## src/rtl/imem_pkg.sv

```systemverilog
// imem_pkg: definitions shared by the instruction memory loader and its byte packer.
//   BYTE_W       - width of one load byte
//   PARITY_MAX_W - widest word even_parity() accepts (narrower words are zero-extended)
//   imem_state_e - loader FSM states
//   even_parity  - parity bit that makes the stored word plus the bit an even count of ones
package imem_pkg;

  localparam int unsigned BYTE_W       = 8;
  localparam int unsigned PARITY_MAX_W = 256;

  typedef enum logic [1:0] {
    StIdle = 2'd0,
    StLoad = 2'd1,
    StDone = 2'd2
  } imem_state_e;

  // Zero-extension leaves the XOR reduction unchanged, so any word width up to the max works.
  function automatic logic even_parity(input logic [PARITY_MAX_W-1:0] word);
    return ^word;
  endfunction

endpackage

```

## src/rtl/imem_byte_packer.sv

```systemverilog
// imem_byte_packer: shifts bytes in MSB-first and assembles them into one DATA_W word.
//   clk, rst     - clock, asynchronous active-high reset (drops any partial word)
//   byte_valid   - byte_in is accepted this cycle
//   byte_in      - incoming byte
//   word         - assembled word, valid while word_ready is high
//   word_ready   - strobe: the last byte of a word is being accepted this cycle
//   byte_cnt     - bytes of the current word already accepted
module imem_byte_packer
  import imem_pkg::*;
#(
  parameter int unsigned DATA_W = 32,
  localparam int unsigned Bytes = DATA_W / BYTE_W,
  localparam int unsigned CntW  = (Bytes > 1) ? $clog2(Bytes) : 1
) (
  input  logic              clk,
  input  logic              rst,
  input  logic              byte_valid,
  input  logic [BYTE_W-1:0] byte_in,
  output logic [DATA_W-1:0] word,
  output logic              word_ready,
  output logic [CntW-1:0]   byte_cnt
);

  logic [DATA_W-1:0] shift_q, shift_d;
  logic [CntW-1:0]   cnt_q, cnt_d;
  logic              last_byte;

  assign last_byte  = (cnt_q == CntW'(Bytes - 1));
  // The word is presented combinationally so the write lands on the last byte's own cycle.
  assign word       = (shift_q << BYTE_W) | DATA_W'(byte_in);
  assign word_ready = byte_valid && last_byte;
  assign byte_cnt   = cnt_q;

  always_comb begin
    shift_d = shift_q;
    cnt_d   = cnt_q;
    if (byte_valid) begin
      shift_d = word;
      cnt_d   = last_byte ? '0 : cnt_q + 1'b1;
    end
  end

  always_ff @(posedge clk or posedge rst) begin
    if (rst) begin
      shift_q <= '0;
      cnt_q   <= '0;
    end else begin
      shift_q <= shift_d;
      cnt_q   <= cnt_d;
    end
  end

endmodule

```

## src/rtl/instr_mem_loader.sv

```systemverilog
// instr_mem_loader: instruction memory filled by a byte-serial loader and read by a
// 1-cycle-latency fetch port. Fetches are only served while the loader is idle.
//   clk, rst                 - clock, asynchronous active-high reset (memory is not cleared)
//   ld_start/ld_base/ld_count - start a load of ld_count words at word address ld_base
//   ld_valid/ld_byte/ld_ready - byte stream, MSB-first within each word
//   busy, ld_done            - load in progress / one-cycle completion pulse
//   fetch_en/fetch_addr      - fetch request
//   instr, instr_valid       - registered fetch result
//   parity_err               - only with IMEM_PARITY_EN: fetched word failed its parity check
// Optional feature: define IMEM_PARITY_EN to store and check an even-parity bit per word.
module instr_mem_loader
  import imem_pkg::*;
#(
  parameter int unsigned DATA_W    = 32,
  parameter int unsigned ADDR_W    = 6,
  parameter string       INIT_FILE = ""
) (
  input  logic              clk,
  input  logic              rst,
  input  logic              ld_start,
  input  logic [ADDR_W-1:0] ld_base,
  input  logic [ADDR_W:0]   ld_count,
  input  logic              ld_valid,
  input  logic [BYTE_W-1:0] ld_byte,
  output logic              ld_ready,
  output logic              busy,
  output logic              ld_done,
  input  logic              fetch_en,
  input  logic [ADDR_W-1:0] fetch_addr,
  output logic [DATA_W-1:0] instr,
  output logic              instr_valid
`ifdef IMEM_PARITY_EN
  ,
  output logic              parity_err
`endif
);

  localparam int unsigned Depth = 2 ** ADDR_W;
  localparam int unsigned CntW  = (DATA_W / BYTE_W > 1) ? $clog2(DATA_W / BYTE_W) : 1;

  logic [DATA_W-1:0] mem [Depth];

  imem_state_e       state_q, state_d;
  logic [ADDR_W-1:0] addr_q, addr_d;
  logic [ADDR_W:0]   remaining_q, remaining_d;
  logic              ld_ready_q, busy_q, ld_done_q;
  logic [DATA_W-1:0] instr_q, instr_d;
  logic              instr_valid_q, instr_valid_d;

  logic              byte_acc, word_ready, wr_en, fetch_acc;
  logic [DATA_W-1:0] wr_word;
  logic [CntW-1:0]   unused_byte_cnt;

  assign byte_acc = ld_valid && ld_ready_q;

  imem_byte_packer #(
    .DATA_W(DATA_W)
  ) u_packer (
    .clk       (clk),
    .rst       (rst),
    .byte_valid(byte_acc),
    .byte_in   (ld_byte),
    .word      (wr_word),
    .word_ready(word_ready),
    .byte_cnt  (unused_byte_cnt)
  );

  assign wr_en     = (state_q == StLoad) && word_ready;
  assign fetch_acc = (state_q == StIdle) && fetch_en;

  always_comb begin
    state_d     = state_q;
    addr_d      = addr_q;
    remaining_d = remaining_q;
    unique case (state_q)
      StIdle: begin
        if (ld_start) begin
          addr_d      = ld_base;
          remaining_d = ld_count;
          state_d     = (ld_count == '0) ? StDone : StLoad;
        end
      end
      StLoad: begin
        if (word_ready) begin
          addr_d      = addr_q + 1'b1;  // natural wrap modulo Depth
          remaining_d = remaining_q - 1'b1;
          if (remaining_q == (ADDR_W + 1)'(1)) state_d = StDone;
        end
      end
      StDone:  state_d = StIdle;
      default: state_d = StIdle;
    endcase
    // Read happens before any same-edge write, so a fetch sees pre-write contents.
    instr_d       = fetch_acc ? mem[fetch_addr] : instr_q;
    instr_valid_d = fetch_acc;
  end

  // FSM state and its registered outputs.
  always_ff @(posedge clk or posedge rst) begin
    if (rst) begin
      state_q       <= StIdle;
      addr_q        <= '0;
      remaining_q   <= '0;
      ld_ready_q    <= 1'b0;
      busy_q        <= 1'b0;
      ld_done_q     <= 1'b0;
      instr_q       <= '0;
      instr_valid_q <= 1'b0;
    end else begin
      state_q       <= state_d;
      addr_q        <= addr_d;
      remaining_q   <= remaining_d;
      ld_ready_q    <= (state_d == StLoad);
      busy_q        <= (state_d != StIdle);
      ld_done_q     <= (state_d == StDone);
      instr_q       <= instr_d;
      instr_valid_q <= instr_valid_d;
    end
  end

  // Memory has no reset so contents survive a reset.
  always_ff @(posedge clk) begin
    if (wr_en) mem[addr_q] <= wr_word;
  end

`ifdef IMEM_PARITY_EN
  logic mem_par [Depth];
  logic parity_err_q;

  always_ff @(posedge clk) begin
    if (wr_en) mem_par[addr_q] <= even_parity(PARITY_MAX_W'(wr_word));
  end

  always_ff @(posedge clk or posedge rst) begin
    if (rst) begin
      parity_err_q <= 1'b0;
    end else if (fetch_acc) begin
      parity_err_q <= (even_parity(PARITY_MAX_W'(mem[fetch_addr])) != mem_par[fetch_addr]);
    end
  end

  assign parity_err = parity_err_q;
`endif

  assign ld_ready    = ld_ready_q;
  assign busy        = busy_q;
  assign ld_done     = ld_done_q;
  assign instr       = instr_q;
  assign instr_valid = instr_valid_q;

endmodule

```

## config.mk

```make
export PLATFORM = sky130hd
export DESIGN_NAME = instr_mem_loader
export DESIGN_NICKNAME = d
export VERILOG_FILES = /design/src/rtl/imem_pkg.sv /design/src/rtl/imem_byte_packer.sv /design/src/rtl/instr_mem_loader.sv
export SDC_FILE = /design/constraint.sdc
export NUM_CORES = 2
export LEC_CHECK = 0
export CELL_PAD_IN_SITES_DETAIL_PLACEMENT = 1
export CELL_PAD_IN_SITES_GLOBAL_PLACEMENT = 1
export CORE_MARGIN = 2
export CORE_UTILIZATION = 45
export DETAILED_ROUTE_END_ITERATION = 12
export HOLD_SLACK_MARGIN = 0.08
export MAX_ROUTING_LAYER = met4
export PLACE_DENSITY = 0.64
export REMOVE_ABC_BUFFERS = 1
export SETUP_SLACK_MARGIN = 0.5
export SLEW_MARGIN = 5
export SYNTH_ARGS = -nofsm -noshare
export SYNTH_HDL_FRONTEND = slang
export SYNTH_SLANG_ARGS = --single-unit
export TNS_END_PERCENT = 20
```

## constraint.sdc

```tcl
create_clock -name clk -period 5.85 [get_ports clk]
set_clock_uncertainty 0.15 [all_clocks]
set_input_delay 1.17 -clock clk [delete_from_list [all_inputs] [get_ports clk]]
set_output_delay 1.17 -clock clk [all_outputs]
set_load 0.01 [all_outputs]
```

After elaboration in Yosys (flattened, before gate mapping)
Memories as Yosys holds them, arrays and structs flattened. A register that Yosys moved wholly into a read port is not among the register bits.
Index checks and enable logic that the tools add are counted.
W data, S select, Z words.
{"block": "totals", "register_bits": 45, "mem_bits_rw": 2048, "input_bits": 32, "output_inout_bits": 36, "elab_cells": 44, "n_memories": 1}
{"block": "classes", "addsub": 3, "n_eq_ne": 7, "muxes": 14, "bitwise": 1, "n_reduce_logical": 9}
{"memory": "mem", "depth": 64, "word_bits": 32, "read_ports": 1, "rd_clocked_by_memory_dff": 1, "wr": 1, "line": "instr_mem_loader.sv:41", "rtl": "logic [DATA_W-1:0] mem [Depth];"}
{"operator": "$or A32 B8 Y32", "count": 1}
{"operator": "$mux W7", "count": 2}
{"operator": "$pmux W7 S2", "count": 1}
{"operator": "$mux W6", "count": 2}
{"operator": "$pmux W6 S2", "count": 1}
{"operator": "$mux W2", "count": 5}
{"operator": "$eq A7 B1 Y1 const B", "count": 1}
{"operator": "$logic_not A7 Y1", "count": 1}
{"operator": "$sub A7 B1 Y7 const B", "count": 1}
{"operator": "$add A6 B1 Y6 const B", "count": 1}
{"operator": "$eq A2 B1 Y1 const B", "count": 2}
{"operator": "$eq A2 B2 Y1 const B", "count": 2}
{"operator": "$logic_and A1 B1 Y1", "count": 4}
{"operator": "$ne A2 B2 Y1 const B", "count": 2}
{"operator": "$pmux W2 S2", "count": 1}
{"operator": "$reduce_bool A2 Y1", "count": 2}
{"operator": "$reduce_and A3 Y1", "count": 1}
{"operator": "$add A2 B1 Y2 const B", "count": 1}
{"operator": "$logic_not A2 Y1", "count": 1}
{"operator": "$mux W1", "count": 2}

Logic depth before layout (Yosys ltp)
{"block": "logic_depth", "word_depth": 5, "depth_mapped": 11, "mapped_depth_nobuf": 7}

Hierarchy
From an unflattened synthesis, not the netlist that was laid out.
{"block": "hier_totals", "hier_cells": 3902, "area_unflattened_um2": 81713.4}
{"mod": "instr_mem_loader", "n_inst": 1, "cells_per_inst": 3835, "area_per_inst_um2": 80561.0, "seq_area_each_um2": 62775.2}
{"mod": "imem_byte_packer", "n_inst": 1, "cells_per_inst": 67, "area_per_inst_um2": 1152.4, "seq_area_each_um2": 650.6}

Worst setup path after synthesis
No wires, ideal clock.
{"block": "synth_timing", "kind": "in2reg", "from": "in ld_valid", "to": "mem mem[0][0], enable pin", "setup_ns": 0.501, "arrival_time_ns": 4.899, "t_required_ns": 5.199, "path_slack_ns": 0.300, "cell_stages": 4, "n_path_buf": 0, "cell_sequence": "and3_1 nand2_1 or2_2 nor4_1"}
{"block": "synth_via", "elab_chain_cells": 5}
{"element": "start, declared", "line": "instr_mem_loader.sv:23", "rtl": "input logic ld_valid,"}
{"element": "$logic_and A1 B1 Y1", "line": "instr_mem_loader.sv:54", "rtl": "assign byte_acc = ld_valid && ld_ready_q;"}
{"element": "$logic_and A1 B1 Y1", "line": "imem_byte_packer.sv:31", "rtl": "assign word_ready = byte_valid && last_byte;"}
{"element": "$logic_and A1 B1 Y1", "line": "instr_mem_loader.sv:68", "rtl": "assign wr_en = (state_q == StLoad) && word_ready;"}
{"element": "$mux W1", "line": "instr_mem_loader.sv:123", "rtl": "if (wr_en) mem[addr_q] <= wr_word;"}
{"element": "$mux W1 (implied by the code)", "line": "instr_mem_loader.sv:123"}
{"element": "end, declared", "line": "instr_mem_loader.sv:41"}
No other way between the ends.

Final worst setup path
{"block": "layout_timing", "from": "in ld_valid", "to": "mem mem[15][1], enable pin"}
The elaborated chain is that of the path after synthesis.

==> results.json <==
{
  "rsz0062_at_grt": "false",
  "grt_max_degree": 115,
  "power_leakage_nw": 29.9,
  "final_cell_area_um2": 93000,
  "crit_fanout": 22,
  "async_flop_share_pct": 3.62,
  "die_h_um": 430,
  "pwr-share-clk_pct": 36.9,
  "yosys_warnings": 0,
  "root_buffer": "clkbuf_16",
  "finalWorstSetupSlack_ns": 1.97,
  "netlist_instances": 3906,
  "worst_pin_slew_ns": 1.31,
  "post-cts-setup-buffers": 0,
  "reg2reg_slack_ns": 2.14,
  "ctsHoldBuffers": 0,
  "wl_per_cell_um": 31.4,
  "synth_edf_count": 2048,
  "die-area_um2": 185000,
  "slew_violations": 0,
  "finalHoldViolations": 0,
  "holdPathEnd": "u_packer.byte_cnt[1]",
  "numPortBuffers": 67,
  "grt_pass1_vias": 41886,
  "grt_pass1_wl_mm": 305,
  "crit_type": "in -> reg",
  "dr.pass1.iters": 7,
  "min_period_ns": 3.88,
  "worst_slew_margin_rel_pct": 12.6,
  "insertion_delay_ns": 0.84,
  "combPwrFrac_pct": 8.9,
  "power_switching_w": 0.00892,
  "placed_area_um2": 86300,
  "rows": 156,
  "gp_congestion": 0.810,
  "grt.total_usage_pct": 23.5,
  "hpwl_mm": 120,
  "reg2reg_from": "state_q[0]",
  "drv_cap": 0,
  "endpoint_kind": "register",
  "grt-ovfl-total": 0,
  "cts.sinks": 2125,
  "yosys_register_bits": 2125,
  "critical_path_arrival_ns": 4.25,
  "vias": 39842,
  "syn-cell-area_um2": 81600,
  "start_util_pct": 45.2,
  "layout_common_cells": "edfxtp_1, mux2i_1, mux4_2",
  "h-tree-depth": 4,
  "core_um2": 181000,
  "ant_nets": 0,
  "clock_path_buffers": 3,
  "swShare_pct": 25.0,
  "routed_wirelength_mm": 209,
  "ys_seq_area_share_pct": 77.7,
  "p_int_w": 0.0267,
  "drtIter0Drc": 3872,
  "avgSynthCellArea_um2": 20.9,
  "dpl_worst_slack_ns": 1.12,
  "seqPwrFrac_pct": 54.2,
  "clock.fmax_mhz": 258,
  "min_path_cells": 1,
  "antenna_found_initial": 3,
  "drc_errors": 0,
  "drt-vias-per-instance": 5.97,
  "start_kind": "primary input",
  "required_ns": 6.23,
  "hold_path.startpoint": "u_packer.byte_cnt[1]",
  "pin_count": 68,
  "layout.nets": 4168,
  "synthFlopType": "edfxtp_1",
  "die_x_um": 430,
  "mostFrequentLayoutCell": "edfxtp_1",
  "power-per-cell-area_nw_per_um2": 384,
  "fill_cells": 15861,
  "rr_endpoint": "mem[15][1]",
  "status": "finished, final reports clean",
  "reg2reg_depth": 7,
  "drive_gt1_share_pct": 22.4,
  "finalCritPeriodShare_pct": 66.2,
  "finalSetupViolCount": 0,
  "cts_tree": "yes",
  "finalNonFillerCells": 6679,
  "ir_drop_mv": 0.316,
  "numCtsBuffers": 211,
  "ys_types": 45,
  "hp-class": "reg -> reg",
  "cts_resized": 0,
  "placed_cells": 6289,
  "area_delta_synth_final_pct": 13.9,
  "clk_pin_slew_ns": 0.06
}
## synth_stat cells (5+ instances only)
cell type / number / area (um2)
edfxtp_1: 2048 / 61500
mux2i_1: 448 / 4480
mux4_2: 320 / 7210
a22oi_1: 160 / 1200
clkbuf_1: 109 / 409
buf_2: 96 / 480
nor2_1: 86 / 323
dfrtp_1: 77 / 1930
a211oi_1: 64 / 480
mux2_2: 57 / 642
nand3_1: 47 / 235
o21ai_0: 41 / 205
nor2b_1: 37 / 231
o22ai_1: 35 / 219
a31oi_1: 33 / 206
o211ai_1: 33 / 248
a2111oi_0: 32 / 280
a221o_1: 32 / 320
a22o_1: 32 / 280
nand2_1: 25 / 93.8
a21oi_1: 20 / 100
buf_1: 14 / 52.6
buf_6: 9 / 101
nor3_1: 7 / 35.0
nand2b_1: 6 / 37.5
inv_1: 5 / 18.8
## cells by family (layout without fill, tap and decap cells)
| kind of cell | Yosys count | in the layout | share of synthesized area (%) |
|---|---|---|---|
| flip-flops | 2125 | 2125 | 77.7 |
| multiplexers | 825 | 825 | 15.1 |
| AO/OA/AOI/OAI | 487 | 487 | 4.39 |
| buffers and inverters | 239 | 639 | 1.43 |
| AND/OR/NAND/NOR | 226 | 226 | 1.32 |
| adder cells (fa/ha/maj) | 4 | 4 | 0.0613 |
| other | 0 | 3 | 0 |
## sequential cells by signal (all words and copies together), names as in the netlist, 2 cells and up
signal and cells:
state_q 2, instr 32, u_packer.byte_cnt 2, u_packer.shift_q 24
remaining_q 7, addr_q 6, mem 2048
## worst max-delay path, cell delays in order
cell and delay (ns):
clkdlybuf4s50_1 0.47, and3_1 0.28, nand2_1 0.18, nor2_1 0.44, nand2_1 0.60, nor2_4 0.80
buf_4 0.28
## layer usage
metal,GRT usage (%),wire length (um)
met1,32.0,90400
met3,2.83,9590
met5,-,0
met2,38.2,105000
met4,5.42,4740
## final cells by class
cell class,instances,area (um2),area share [%]
tap,2370,2970,3.19
multi-input combinational,1542,17600,18.9
sequential,2125,63500,68.3
clock buffer,270,5600,6.03
clock inverter,117,1070,1.15
inverter,5,20.0,0.0215
timing repair buffer,247,2250,2.43
antenna,3,7.51,0.00808
## worst max-delay path by stage
stage,cells after the start,slack [ns],endpoint,startpoint
finish,7,1.97,mem[15][1],ld_valid
global route,7,1.77,mem[15][0],ld_valid
CTS,7,1.98,mem[15][0],ld_valid
detailed placement,7,1.12,mem[15][26],ld_valid
global placement,7,1.16,mem[15][4],ld_valid
floorplan,6,-0.91,instr[0],fetch_addr[4]
## through the flow
stage / util (%) / setup TNS [ns] / hold WS [ns] / total power (W)
2_1_floorplan: - / -28.94 / 0.330 / 0.0204
3_3_place_gp: 47.8 / 0 / 0.341 / 0.0227
3_5_place_dp: 47.8 / 0 / 0.352 / 0.0228
4_1_cts: 51.5 / 0 / 0.366 / 0.0359
5_1_grt: 51.5 / 0 / 0.392 / 0.0367
6_report: 51.5 / 0 / 0.370 / 0.0357
## power by group through the flow
| stage | Clock, W | Sequential (W) | Combinational (W) |
|---|---|---|---|
| 3_5_place_dp | 0 | 0.0196 | 0.00321 |
| 2_1_floorplan | 0 | 0.0194 | 0.00107 |
| 5_1_grt | 0.0139 | 0.0194 | 0.00338 |
| 4_1_cts | 0.0134 | 0.0193 | 0.00322 |
| 6_report | 0.0132 | 0.0193 | 0.00318 |
| 3_3_place_gp | 0 | 0.0196 | 0.00313 |
No activity file was read; power rests on OpenSTA's default activity.
